`config.mk`:
```
export PLATFORM = sky130hd
export DESIGN_NAME = serial_addsub_digit_flat
export DESIGN_NICKNAME = d
export VERILOG_FILES = /design/src/rtl/serial_addsub_digit_if.sv /design/src/rtl/serial_addsub_digit.sv /design/src/flat_wrapper.sv
export SDC_FILE = /design/constraint.sdc
export NUM_CORES = 1
export LEC_CHECK = 0
export BUFFER_PORTS_ARGS = -buffer_cell sky130_fd_sc_hd__buf_4
export CELL_PAD_IN_SITES_DETAIL_PLACEMENT = 2
export CELL_PAD_IN_SITES_GLOBAL_PLACEMENT = 2
export CORE_AREA = 2 2 77 79
export CTS_CLUSTER_DIAMETER = 120
export CTS_CLUSTER_SIZE = 12
export DETAILED_ROUTE_END_ITERATION = 10
export DIE_AREA = 0 0 79 81
export GPL_ROUTABILITY_DRIVEN = 0
export PLACE_DENSITY_LB_ADDON = 0.1
export SYNTH_ARGS = -nofsm -noshare
export SYNTH_HDL_FRONTEND = slang
export SYNTH_SLANG_ARGS = --single-unit
```
`constraint.sdc`:
```
create_clock -name clk -period 2.79 [get_ports clk]
set_clock_uncertainty 0.15 [all_clocks]
set_input_delay 0.1395 -clock clk [delete_from_list [all_inputs] [get_ports clk]]
set_output_delay 0.1395 -clock clk [all_outputs]
set_load 0.05 [all_outputs]
```
`src/rtl/serial_addsub_digit_if.sv`:
```
// Bus bundle for the digit-serial adder/subtractor.
//
// Handshake: the master raises start for one or more cycles together with
// sub/a/b; the slave samples them on a rising edge only while busy is low,
// and ignores start (and any operand changes) while busy is high. done is a
// single-cycle pulse marking the cycle in which result/carry_out/overflow
// have just been updated; sum_digit is meaningful only while
// sum_digit_valid is high and holds its last value otherwise.
interface serial_addsub_digit_if #(
   parameter int WIDTH = 8,
   parameter int DIGIT = 1
);
   logic             start;
   logic             sub;
   logic [WIDTH-1:0] a;
   logic [WIDTH-1:0] b;
   logic             busy;
   logic             done;
   logic [WIDTH-1:0] result;
   logic             carry_out;
   logic             overflow;
   logic [DIGIT-1:0] sum_digit;
   logic             sum_digit_valid;

   modport master (
      output start, sub, a, b,
      input  busy, done, result, carry_out, overflow, sum_digit, sum_digit_valid
   );

   modport slave (
      input  start, sub, a, b,
      output busy, done, result, carry_out, overflow, sum_digit, sum_digit_valid
   );
endinterface

```
`src/rtl/serial_addsub_digit.sv`:
```
// Digit-serial adder/subtractor: DIGIT bits per clock, LSB digit first.
// Subtraction is a + ~b + 1, with the +1 entering as the initial carry.
// dbg_state exposes the FSM state (0 IDLE, 1 RUN, 2 DONE).
module serial_addsub_digit #(
   parameter int WIDTH = 8,
   parameter int DIGIT = 1
) (
   input  logic                 clk,
   input  logic                 rst_n,
   serial_addsub_digit_if.slave bus,
   output logic [1:0]           dbg_state
);
   localparam int N  = WIDTH / DIGIT;
   localparam int CW = (N > 1) ? $clog2(N) : 1;

   typedef enum logic [1:0] {
      S_IDLE = 2'd0,
      S_RUN  = 2'd1,
      S_DONE = 2'd2
   } state_t;

   state_t           state, state_nxt;
   logic [WIDTH-1:0] a_sr, b_sr, acc, acc_nxt;
   logic             c;
   logic [CW-1:0]    cnt;
   logic [DIGIT:0]   dsum;
   logic [DIGIT-1:0] d;
   logic             c_nxt;
   logic             cmsb;
   logic             last;

   logic [WIDTH-1:0] result_r;
   logic             carry_out_r, overflow_r, done_r, valid_r;
   logic [DIGIT-1:0] sum_digit_r;

   // Digit adder on the low digit of the shift registers plus the running carry.
   assign dsum  = {1'b0, a_sr[DIGIT-1:0]} + {1'b0, b_sr[DIGIT-1:0]} + {{DIGIT{1'b0}}, c};
   assign d     = dsum[DIGIT-1:0];
   assign c_nxt = dsum[DIGIT];
   // Carry into the top bit of this digit; on the last digit that is the carry into the MSB.
   assign cmsb  = d[DIGIT-1] ^ a_sr[DIGIT-1] ^ b_sr[DIGIT-1];
   assign last  = (cnt == CW'(N - 1));

   // The new digit enters the accumulator from the top, so after N digits it is aligned.
   generate
      if (DIGIT == WIDTH) begin : g_acc_full
         assign acc_nxt = d;
      end else begin : g_acc_shift
         assign acc_nxt = {d, acc[WIDTH-1:DIGIT]};
      end
   endgenerate

   // State register.
   always_ff @(posedge clk or negedge rst_n) begin
      if (!rst_n) state <= S_IDLE;
      else        state <= state_nxt;
   end

   // Next-state logic: start only matters in IDLE; DONE always lasts one cycle.
   always_comb begin
      state_nxt = state;
      case (state)
         S_IDLE:  if (bus.start) state_nxt = S_RUN;
         S_RUN:   if (last)      state_nxt = S_DONE;
         S_DONE:                 state_nxt = S_IDLE;
         default:                state_nxt = S_IDLE;
      endcase
   end

   // Datapath: latch operands on start, process one digit per RUN cycle, publish on the last.
   always_ff @(posedge clk or negedge rst_n) begin
      if (!rst_n) begin
         a_sr        <= '0;
         b_sr        <= '0;
         acc         <= '0;
         c           <= 1'b0;
         cnt         <= '0;
         result_r    <= '0;
         carry_out_r <= 1'b0;
         overflow_r  <= 1'b0;
         done_r      <= 1'b0;
         valid_r     <= 1'b0;
         sum_digit_r <= '0;
      end else begin
         case (state)
            S_IDLE: begin
               done_r  <= 1'b0;
               valid_r <= 1'b0;
               if (bus.start) begin
                  a_sr <= bus.a;
                  b_sr <= bus.sub ? ~bus.b : bus.b;
                  c    <= bus.sub;
                  cnt  <= '0;
                  acc  <= '0;
               end
            end
            S_RUN: begin
               a_sr        <= a_sr >> DIGIT;
               b_sr        <= b_sr >> DIGIT;
               c           <= c_nxt;
               acc         <= acc_nxt;
               sum_digit_r <= d;
               valid_r     <= 1'b1;
               cnt         <= cnt + CW'(1);
               if (last) begin
                  result_r    <= acc_nxt;
                  carry_out_r <= c_nxt;
                  overflow_r  <= cmsb ^ c_nxt;
                  done_r      <= 1'b1;
               end
            end
            S_DONE: begin
               done_r  <= 1'b0;
               valid_r <= 1'b0;
            end
            default: begin
               done_r  <= 1'b0;
               valid_r <= 1'b0;
            end
         endcase
      end
   end

   assign bus.busy            = (state != S_IDLE);
   assign bus.done            = done_r;
   assign bus.result          = result_r;
   assign bus.carry_out       = carry_out_r;
   assign bus.overflow        = overflow_r;
   assign bus.sum_digit       = sum_digit_r;
   assign bus.sum_digit_valid = valid_r;
   assign dbg_state           = state;
endmodule

```
`src/flat_wrapper.sv`:
```
// flat-port wrapper written by rule: the top's interface ports become plain ports
module serial_addsub_digit_flat 
#(
   parameter int WIDTH = 8,
   parameter int DIGIT = 1
)
  (clk, rst_n, dbg_state, bus_start, bus_sub, bus_a, bus_b, bus_busy, bus_done, bus_result, bus_carry_out, bus_overflow, bus_sum_digit, bus_sum_digit_valid);
  serial_addsub_digit_if #(.WIDTH(WIDTH), .DIGIT(DIGIT)) bus_i ();
  input  logic clk;
  input  logic rst_n;
  output logic [1:0] dbg_state;
  input wire logic [$bits(bus_i.start)-1:0] bus_start;
  input wire logic [$bits(bus_i.sub)-1:0] bus_sub;
  input wire logic [$bits(bus_i.a)-1:0] bus_a;
  input wire logic [$bits(bus_i.b)-1:0] bus_b;
  output wire logic [$bits(bus_i.busy)-1:0] bus_busy;
  output wire logic [$bits(bus_i.done)-1:0] bus_done;
  output wire logic [$bits(bus_i.result)-1:0] bus_result;
  output wire logic [$bits(bus_i.carry_out)-1:0] bus_carry_out;
  output wire logic [$bits(bus_i.overflow)-1:0] bus_overflow;
  output wire logic [$bits(bus_i.sum_digit)-1:0] bus_sum_digit;
  output wire logic [$bits(bus_i.sum_digit_valid)-1:0] bus_sum_digit_valid;
  assign bus_i.start = bus_start;
  assign bus_i.sub = bus_sub;
  assign bus_i.a = bus_a;
  assign bus_i.b = bus_b;
  assign bus_busy = bus_i.busy;
  assign bus_done = bus_i.done;
  assign bus_result = bus_i.result;
  assign bus_carry_out = bus_i.carry_out;
  assign bus_overflow = bus_i.overflow;
  assign bus_sum_digit = bus_i.sum_digit;
  assign bus_sum_digit_valid = bus_i.sum_digit_valid;
  serial_addsub_digit #(.WIDTH(WIDTH), .DIGIT(DIGIT)) u_core (.clk(clk), .rst_n(rst_n), .bus(bus_i), .dbg_state(dbg_state));
endmodule
```
==> reports/qor.yml <==
top_layer: "met4"
layout-drive-gt1-share_pct: 24.4
worstHoldPathCells: 3
syn-num-nets: 185
yosysMostFrequentCell: "dfrtp_1"
utilization_pct: 43.3
netlist.top_cell.by_area: "dfrtp_1"
met1_length_um: 2060
antenna_cells: 0
grt_max_degree: 43
grt_usage_pct: 16.4
arrival_ps: 2120
cts_hold_buf: 8
wl_met3_um: 134
layout.nets: 227
htreeDepth: 2
seqCellArea_um2: 1050
whs_ps: -6.24
ant_nets: 0
fp.coreArea_um2: 5680
critPathKind: "flip-flop to flip-flop"
grt_pass1_wl_um: 8000
slew_headroom_pct: 48.1
cts_setup_buffers: 0
fmax_ghz: 0.490
power_density_nw_per_um2: 1170
clk_pin_slew_ps: 80
grt_pass1_vias: 1574
hold_viol: 2
io_buffers: 35
synth_cell_types: 27
worst_setup_path_end_kind: "flip-flop"
synth.top_cells.by_area: "dfrtp_1 55%, mux2_1 5.9%, a22oi_1 4.4%, a22o_1 4.2%, nor2b_1 4.0%"
fin_crit_sh_pct: 73.1
dr.first_iter.drc_count: 43
async_flop_share_pct: 100
max_slew.worst_pin.slew_ps: 776
die_area_um2: 6400
chipHeight_um: 81
r2r_cells: 4
wl_met2_um: 2420
clock_sinks: 42
syn_area_um2: 1900
yosysWarnings: 0
cts_resized: 0
synth_top_flop_cell: "dfrtp_1"
grt-ovfl-total: 0
area_delta_synth_final_pct: 29.7
stdcell_count: 280
ir_drop_v: 0.000403
drt_wl_total_um: 4690
startpoint: "u_core.dbg_state[1]"
dp_hpwl_um: 3290
synth_edf_count: 0
yosysSeqAreaShare_pct: 55.4
min_period_ps: 2040
rsz0062_at_grt: "no"
io_pins: 36
status: "finished with violations"
min_from: "bus_b[1]"
min_to: "u_core.b_sr[1]"
synth_commonest_cells: "42 x dfrtp_1, 12 x nor2b_1, 11 x a22oi_1, 11 x o21ai_1"
antenna_found_initial: 0
cts-root-buf: "clkbuf_8"
critPathMaxFanout: 16
clkLatencyLatePin_ps: 300
p_leak_nw: 1.12
dieWidth_um: 79
cp-start-kind: "flip-flop"
vias: 1400
hp-class: "primary input to flip-flop"
r2r-end: "u_core.a_sr[7]"
r2r_setup_slack_ps: 750
max-cap-violations: 0
dr.pass1.iters: 4
ys_ff_latch: 42
rows: 28
synth_cells: 162
violations: "hold timing"
finalSetupViolations: 0
routedWlPerCell_um: 16.7
multi_input_area_um2: 766
worst_r2r_startpoint: "u_core.dbg_state[1]"
syn_area_per_cell_um2: 11.7
fillCellCount: 608
timing.setup.tns_ps: 0
drt-vias-per-instance: 5.00
synth_top_area_share_pct: 55.4
numPlacedInstances: 263
report.final.slew_viol_count: 0
drc: 0
cts_tree: "yes"
worstPathRequired_ps: 2870
ctsLongestPathBuffers: 2
numCtsBuffers: 5
start_util_pct: 33.4
registers in the layout (all words and copies together), names as in the netlist, 2 cells and up:
signal	cells
u_core.bus.result	8
u_core.acc	7
u_core.a_sr	8
u_core.b_sr	8
u_core.cnt	3
u_core.dbg_state	2
final cells by class:
cell class,count,area share (%)
repair buffers,48,15.6
inverters,6,0.916
well taps,75,3.82
flip-flops and latches,42,42.7
multi-input cells,101,31.1
clock buffers,6,3.36
clock inverters,2,2.44
worst max-delay path by stage:
stage / depth (start not counted) / slack, ps / to
detailed placement: 4 / 770 / u_core.a_sr[7]
finish: 4 / 750 / u_core.a_sr[7]
global placement: 4 / 870 / u_core.b_sr[7]
floorplan: 3 / 800 / bus_busy
global route: 4 / 540 / u_core.b_sr[7]
CTS: 4 / 730 / u_core.a_sr[7]
routing by layer:
layer,vias to the layer above,track usage [%]
met5,-,0
met4,0,5.17
met3,5,3.67
met2,27,28.2
met1,705,20.7
li1,663,-
cells in the final DEF (no fill, tap or decap), types with 2 or more instances in the layout:
cell	count
nand2_1	6
a221o_1	4
dlygate4sd3_1	9
o211ai_1	3
o32ai_1	4
o21ai_1	11
bufinv_16	2
a22oi_1	11
nor2b_1	11
buf_4	39
dfrtp_1	42
or2_1	2
xnor2_1	8
nor2_1	2
a21oi_1	10
mux2_1	10
ha_1	2
a22o_1	9
clkbuf_8	6
inv_1	5
critical path, stage by stage, from the launching register on:
cell,delay (ps)
dfrtp_1,580
buf_4,280
nor2b_1,610
a21oi_1,180
o21ai_1,170
through the flow:
step	power, mW	area (um2)	setup slack, ps	hold WS (ps)
finish	2.86	2460	750	-6.24
global route	3.05	2460	544	10.5
CTS	2.91	2450	733	1.42
detailed placement	2.29	2230	768	18.1
global placement	2.22	2230	870	6.42
floorplan	1.88	1900	798	-306
where the power goes:
part / leakage [nW] / total (mW) / switching [mW] / internal, mW
clock network: 0.0714 / 0.603 / 0.221 / 0.382
registers: 0.544 / 1.07 / 0.206 / 0.860
logic: 0.502 / 1.20 / 0.715 / 0.481
total: 1.12 / 2.86 / 1.14 / 1.72
kinds of logic (layout without fill, tap and decap cells):
group / after synthesis / after routing / synth area share, %
compound gates: 53 / 53 / 19.6
flops: 42 / 42 / 55.4
simple gates: 24 / 24 / 7.06
buf+inv: 19 / 62 / 4.29
mux: 12 / 12 / 7.06
xor+xnor: 9 / 9 / 4.16
fa+ha+maj: 3 / 3 / 2.38
Power figures use the tool's default switching activity.
